File: src/rtl/serial_sub_nbit.sv
// Bit-serial N-bit subtractor: diff = a - b, LSB first, one bit per clock,
// using a single full-subtractor cell with a registered borrow and a start/done handshake.
module serial_sub_nbit #(
  parameter int N = 8
) (
  input  logic         clk,
  input  logic         rst_n,
  input  logic         start,
  input  logic [N-1:0] a,
  input  logic [N-1:0] b,
  output logic         busy,
  output logic         done,
  output logic [N-1:0] diff,
  output logic         borrow_out,
  output logic         ovf
);

  localparam int CW = (N > 2) ? $clog2(N) : 1;
  localparam logic [CW-1:0] CNT_LAST = CW'(N - 1);

  typedef enum logic [1:0] {
    S_IDLE = 2'd0,
    S_RUN  = 2'd1,
    S_DONE = 2'd2
  } state_t;

  // One full-subtractor cell: returns {borrow_out, difference}.
  function automatic logic [1:0] full_sub(input logic x, input logic y, input logic bin);
    logic d;
    logic bout;
    d    = x ^ y ^ bin;
    bout = (~x & y) | (~(x ^ y) & bin);
    return {bout, d};
  endfunction

  state_t        state_q, state_d;
  logic [N-1:0]  sa_q, sa_d;
  logic [N-1:0]  sb_q, sb_d;
  logic [N-1:0]  res_q, res_d;
  logic          bw_q, bw_d;
  logic [CW-1:0] cnt_q, cnt_d;
  logic          a_msb_q, a_msb_d;
  logic          b_msb_q, b_msb_d;
  logic [N-1:0]  diff_q, diff_d;
  logic          borrow_q, borrow_d;
  logic          ovf_q, ovf_d;
  logic          busy_q, busy_d;
  logic          done_q, done_d;

  logic [1:0]    fs_s;
  logic [N-1:0]  res_shift_s;

  assign fs_s        = full_sub(sa_q[0], sb_q[0], bw_q);
  assign res_shift_s = {fs_s[0], res_q[N-1:1]};

  // Next-state and datapath update for the IDLE/RUN/DONE sequencer.
  always_comb begin
    state_d  = state_q;
    sa_d     = sa_q;
    sb_d     = sb_q;
    res_d    = res_q;
    bw_d     = bw_q;
    cnt_d    = cnt_q;
    a_msb_d  = a_msb_q;
    b_msb_d  = b_msb_q;
    diff_d   = diff_q;
    borrow_d = borrow_q;
    ovf_d    = ovf_q;

    case (state_q)
      S_IDLE, S_DONE: begin
        if (start) begin
          sa_d    = a;
          sb_d    = b;
          bw_d    = 1'b0;
          cnt_d   = '0;
          a_msb_d = a[N-1];
          b_msb_d = b[N-1];
          state_d = S_RUN;
        end else begin
          state_d = S_IDLE;
        end
      end
      S_RUN: begin
        sa_d  = {1'b0, sa_q[N-1:1]};
        sb_d  = {1'b0, sb_q[N-1:1]};
        res_d = res_shift_s;
        bw_d  = fs_s[1];
        if (cnt_q == CNT_LAST) begin
          // Result regs are only touched here, so they stay put across a new accept.
          state_d  = S_DONE;
          diff_d   = res_shift_s;
          borrow_d = fs_s[1];
          ovf_d    = (a_msb_q != b_msb_q) && (fs_s[0] != a_msb_q);
        end else begin
          cnt_d = cnt_q + CW'(1);
        end
      end
      default: begin
        state_d = S_IDLE;
      end
    endcase

    busy_d = (state_d == S_RUN);
    done_d = (state_d == S_DONE);
  end

  // State, datapath and registered outputs.
  always_ff @(posedge clk or negedge rst_n) begin
    if (!rst_n) begin
      state_q  <= S_IDLE;
      sa_q     <= '0;
      sb_q     <= '0;
      res_q    <= '0;
      bw_q     <= 1'b0;
      cnt_q    <= '0;
      a_msb_q  <= 1'b0;
      b_msb_q  <= 1'b0;
      diff_q   <= '0;
      borrow_q <= 1'b0;
      ovf_q    <= 1'b0;
      busy_q   <= 1'b0;
      done_q   <= 1'b0;
    end else begin
      state_q  <= state_d;
      sa_q     <= sa_d;
      sb_q     <= sb_d;
      res_q    <= res_d;
      bw_q     <= bw_d;
      cnt_q    <= cnt_d;
      a_msb_q  <= a_msb_d;
      b_msb_q  <= b_msb_d;
      diff_q   <= diff_d;
      borrow_q <= borrow_d;
      ovf_q    <= ovf_d;
      busy_q   <= busy_d;
      done_q   <= done_d;
    end
  end

  assign busy       = busy_q;
  assign done       = done_q;
  assign diff       = diff_q;
  assign borrow_out = borrow_q;
  assign ovf        = ovf_q;

endmodule
File: config.mk
export PLATFORM = sky130hd
export DESIGN_NAME = serial_sub_nbit
export DESIGN_NICKNAME = d
export VERILOG_FILES = /design/src/rtl/serial_sub_nbit.sv
export SDC_FILE = /design/constraint.sdc
export NUM_CORES = 1
export LEC_CHECK = 0
export CORE_ASPECT_RATIO = 1.1
export CORE_MARGIN = 3
export CORE_UTILIZATION = 47
export DETAILED_ROUTE_END_ITERATION = 10
export PLACE_DENSITY_LB_ADDON = 0.2
export RECOVER_POWER = 100
export SLEW_MARGIN = 5
export SYNTH_ARGS = -nofsm -noshare
export SYNTH_HDL_FRONTEND = slang
export SYNTH_SLANG_ARGS = --single-unit
File: constraint.sdc
create_clock -name clk -period 1.7 [get_ports clk]
set_input_delay 0.255 -clock clk [delete_from_list [all_inputs] [get_ports clk]]
set_output_delay 0.255 -clock clk [all_outputs]
set_load 0.02 [all_outputs]
**After elaboration in Yosys (flattened, before gate mapping)**

Index checks and enable logic that the tools add are counted.

- Register bits after elaboration: 44
- Output and inout bits: 12
- Logic and storage cells: 50

- Add/sub/neg operators: 1
- Equal/unequal tests: 9
- Multiplexer cells: 12
- Bitwise gates (word level): 7
- Reductions and logical operators: 8

Operator list:

| kind | count |
|---|---|
| $pmux W8 S2 | 2 |
| $mux W8 | 2 |
| $mux W3 | 2 |
| $pmux W3 S2 | 1 |
| $reduce_and A2 Y1 | 3 |
| $eq A2 B1 Y1 const B | 2 |
| $eq A2 B2 Y1 const B | 2 |
| $ne A2 B2 Y1 const B | 2 |
| $pmux W2 S2 | 1 |
| $add A3 B1 Y3 const B | 1 |
| $eq A3 B3 Y1 const B | 1 |
| $reduce_and A3 Y1 | 1 |
| $and A1 B1 Y1 | 2 |
| $logic_not A2 Y1 | 1 |
| $mux W1 | 2 |
| $mux W2 | 1 |
| $ne A1 B1 Y1 | 2 |
| $not A1 Y1 | 2 |
| $pmux W1 S2 | 1 |
| $reduce_bool A2 Y1 | 1 |
| $reduce_or A2 Y1 | 1 |
| $xor A1 B1 Y1 | 2 |
| $logic_and A1 B1 Y1 | 1 |
| $or A1 B1 Y1 | 1 |

**Depth between registers and ports, before layout**

- Word-level depth: 5
- Mapped depth: 6

**Least setup slack after synthesis**

Ideal clock, no wire load.

- Path type: reg-to-reg
- Start point: reg cnt_q[0]
- End point: reg diff_q[4], in the netlist diff[4]
- Arrival: 1431 ps
- Data required time: 1575 ps
- Setup slack: 144 ps
- Stages on the path, launching flop included: 6
- Path buffers: 1
- Clock period less this slack: 1556 ps
- Cells stage by stage: dfrtp_1 ha_1 ha_1 nand3b_4 buf_2 mux2_2

- Longest elaborated chain between the ends: 2

Ends and longest elaborated chain:

| what | RTL line | RTL |
|---|---|---|
| from (decl) | 41 | `logic [CW-1:0] cnt_q, cnt_d;` |
| from (signal assigned) | 130 | `cnt_q <= cnt_d;` |
| $eq A3 B3 Y1 | 89 | `if (cnt_q == CNT_LAST) begin` |
| $reduce_and A2 Y1 (no line) | - |  |
| to (signal assigned) | 133 | `diff_q <= diff_d;` |
| to (decl) | 44 | `logic [N-1:0] diff_q, diff_d;` |

No other way between the ends.
A chain may end at the register's enable or synchronous reset.

**Worst setup path in the final report**

- Start point: reg borrow_q, in the netlist borrow_out
- End point: out borrow_out

RTL lines:

| what | RTL line | RTL |
|---|---|---|
| from (decl) | 45 | `logic borrow_q, borrow_d;` |
| from (signal assigned) | 134 | `borrow_q <= borrow_d;` |
| to (decl) | 14 | `output logic borrow_out,` |

No word-level cell between the ends.

==> out/qor.csv <==
stage,metric,value,unit
outcome,status,finished clean,
global_routing,largest net degree at the start of global routing,44,
timing,fmax,635,MHz
clock_tree,CTS tree,done,
routing,Vias,1251,
timing,Final Cycle Share,92.6,%
clock_tree,H-tree lvl count,2,
placement,PortBufs,30,
critical_path,Setup CP Type,reg2out,
synth,Avg Synthesized Cell Area,11.1,sq um
critical_path,Worst Setup End Kind,output pin,
routing,wire per inst,12.1,microns
timing,Final min period,1570,ps
synth,register area share after synthesis,58.8,%
synth,commonest cells in the netlist,"dfrtp_1 (43), nand2_1 (43), a31oi_1 (14), nor2_1 (14), mux2_2 (10)",
floorplan,Die Ht,71.5,microns
synth,ys async rst share,100,%
synth,Syn Inst Count,165,
synth,Yosys top cell by area,dfrtp_1,
clock_tree,CTS Buf Count,5,
synth,Synth Area in Adders,2.46,%
critical_path,Critical-path top delay cell,dlygate4sd3_1,
pwr,Worst VDD drop,0.805,mV
synth,Synth Area in Compound Gates,7.18,%
placement,gpl congestion,0.726,
floorplan,core box area,0.00368,sq mm
critical_path,"Data arrival, critical path",1320,ps
critical_path,crit-path leading delay family,buffers and inverters,
synth,#FFs+latches synth,43,
global_routing,first-pass GRT wire length,5.27,mm
synth,post-synthesis mux area share,10.8,%
clock_tree,post-CTS setup buffers,0,
pwr,leakage power,1.04,nW
floorplan,# IOs,31,
synth,Netlist cell types,24,
floorplan,Initial Util,49.7,%
routing,Routed Antenna Nets,0,
final_layout,ratio of cells with drive above 1 in the final layout,12.6,%
timing,worst-margin pin slew,1010,ps
floorplan,die area,0.00468,sq mm
synth,Synth Area in Simple Gates,16.1,%
final_layout,Layout Cells excl Fill,249,
clock_tree,Clock Sinks,43,
clock_tree,clock latency on the worst-skew pair,290,ps
global_routing,vias in the first global route,1196,
hold_path,worst hold path class,reg2reg,
final_layout,Filler Cells Inserted,333,
synth,synthesized area,0.00183,sq mm
synth,"Top FF cell, synth",dfrtp_1,
final_layout,Area growth syn-to-layout,22.6,%
synth,main combinational cell family by area after synthesis,simple AND/OR/NAND/NOR gates,
final_layout,ant diodes,0,
global_routing,Global Route Usage Sum,14.8,%
placement,placed insts,240,
timing,slew margin rel.,32.7,%
placement,Final HPWL DP,2.08,mm
clock_tree,clock buffer depth,2,
synth,XOR/XNOR Fraction of Synth Area,0,%
timing,clock skew,3.22,ps
final_layout,final net count,220,
critical_path,CP bufs+invs,1,
synth,Synth top area share,58.8,%
critical_path,crit-path max FO,2,
routing,"wirelength, routed",3.02,mm
critical_path,startpoint types,register,
global_routing,total grt overflow,0,
synth,largest cells by area after synthesis,"dfrtp_1 (59%), nand2_1 (8.8%), mux2_2 (6.2%)",
synth,Yosys Warn Count,0,
critical_path,Critical Path Max Stage Delay,650,ps
timing,Final Hold Viols,0,
synth,syn_nets,187,
critical_path,CP Cell Sequence,dlygate4sd3_1,
synth,Post-synth EDFFs,0,
pwr,Power per Cell Area,1840,mW/mm^2
routing,DRC,0,
routing,Starting DRT DRC Count,45,
routing,post-DR vias/cell,5.02,
timing,Slew Limit Fails,0,
timing,Final setup viols,0,
floorplan,Core Rows,23,
timing,Final Hold Slack,492,ps
timing,RSZ-0062 raised after global routing,false,
clock_tree,CTS root buffer,clkbuf_8,
global_routing,initial antenna violation count,0,
clock_tree,number of gates resized after CTS,0,
floorplan,Die Width,65.5,microns
routing,DRT Pass-1 Iters,6,
job,max_cap viols,0,
critical_path,Worst Path Required,1440,ps
timing,setup TNS,0,ps
clock_tree,Clock transition at path regs,70,ps
-- layout by cell type, fill, tap and decap left out --
| cell type | instances |
|---|---|
| nand2_1 | 43 |
| dfrtp_1 | 43 |
| clkdlybuf4s50_1 | 17 |
| nor2_1 | 14 |
| a31oi_1 | 14 |
| dlygate4sd3_1 | 13 |
| mux2_2 | 10 |
| clkbuf_8 | 7 |
| o21ai_0 | 6 |
| inv_1 | 4 |
| mux2_1 | 4 |
| nand2b_1 | 2 |
| nor2b_1 | 2 |
| nand3_1 | 2 |
| ha_1 | 2 |
| clkbuf_1 | 2 |
| buf_4 | 2 |
| nand3b_4 | 1 |
| mux2_4 | 1 |
| and2_0 | 1 |
| o2bb2ai_1 | 1 |
| nor3b_2 | 1 |
| nor3b_1 | 1 |
| a21oi_1 | 1 |
| mux2i_1 | 1 |
| fa_1 | 1 |
| buf_2 | 1 |
| clkbuf_4 | 1 |
| clkbuf_2 | 1 |
-- cells by family after synthesis --
logic type / count (synthesis)
muxes: 16
AOI/OAI and AO/OA: 22
buffers and inverters: 14
and+or+nand+nor: 67
DFF: 43
adders and majority gates: 3
-- final cells by class --
type                            instances  area [sq um]  share of cell area [%]
Clock buffer                            8           100                    4.46
Timing Repair Buffer                   36           337                    15.0
Tap cell                               50          62.6                    2.79
Inverter                                4          15.0                   0.669
Sequential cell                        43          1080                    47.9
Multi-Input combinational cell        108           654                    29.2
-- stage by stage --
| step | power [mW] | setup WS [ps] | utilization [%] | area (sq um) |
|---|---|---|---|---|
| 2_1_floorplan | 3.11 | 144 | - | 1830 |
| 3_3_place_gp | 3.59 | 221 | 59.2 | 2180 |
| 3_5_place_dp | 3.67 | 151 | 59.2 | 2180 |
| 4_1_cts | 4.37 | 140 | 62.2 | 2290 |
| 5_1_grt | 4.49 | 68.8 | 60.9 | 2240 |
| 6_report | 4.13 | 126 | 60.9 | 2240 |
-- registers in the layout, summed over array words and instances (netlist names) --
name and flops:
busy 1, diff 8, bw_q 1, sb_q 8
sa_q 8, done 1, state_q 2, a_msb_q 1
cnt_q 3, res_q 7, borrow_out 1, ovf 1
b_msb_q 1
-- per-layer routing --
metal / part of all wire, % / vias to the layer above / wire length, microns / GRT usage [%]
li1: - / 614 / - / -
met1: 41 / 594 / 1240 / 17.3
met2: 51 / 38 / 1530 / 24.9
met3: 7.0 / 5 / 212 / 3.29
met4: 1.3 / 0 / 39 / 8.29
met5: 0 / - / 0 / 0
-- what timing repair did --
action	CTS	global route
hold buffers	1	0
setup endpoints to repair	0	0
endpoints found under the hold margin	43	0
-- where the power goes --
part | leakage [nW] | internal (mW) | switching [mW]
Sequential | 0.511 | 1.51 | 0.272
Clock | 0.0515 | 0.370 | 0.317
Combinational | 0.480 | 0.790 | 0.865
-- final timing paths --
| path | startpoint | end | slack [ps] | cells after the start |
|---|---|---|---|---|
| min in group asynchronous | rst_n | diff[1] | 750 | 3 |
| worst min-delay path | borrow_out | borrow_out | 490 | 2 |
| worst min register to register | borrow_out | borrow_out | 490 | 2 |
| worst max register to register | cnt_q[0] | diff[7] | 160 | 4 |
| worst max-delay path | borrow_out | borrow_out | 130 | 1 |
| max in group asynchronous | rst_n | cnt_q[1] | 340 | 3 |
No activity file was read; power rests on OpenSTA's default activity.
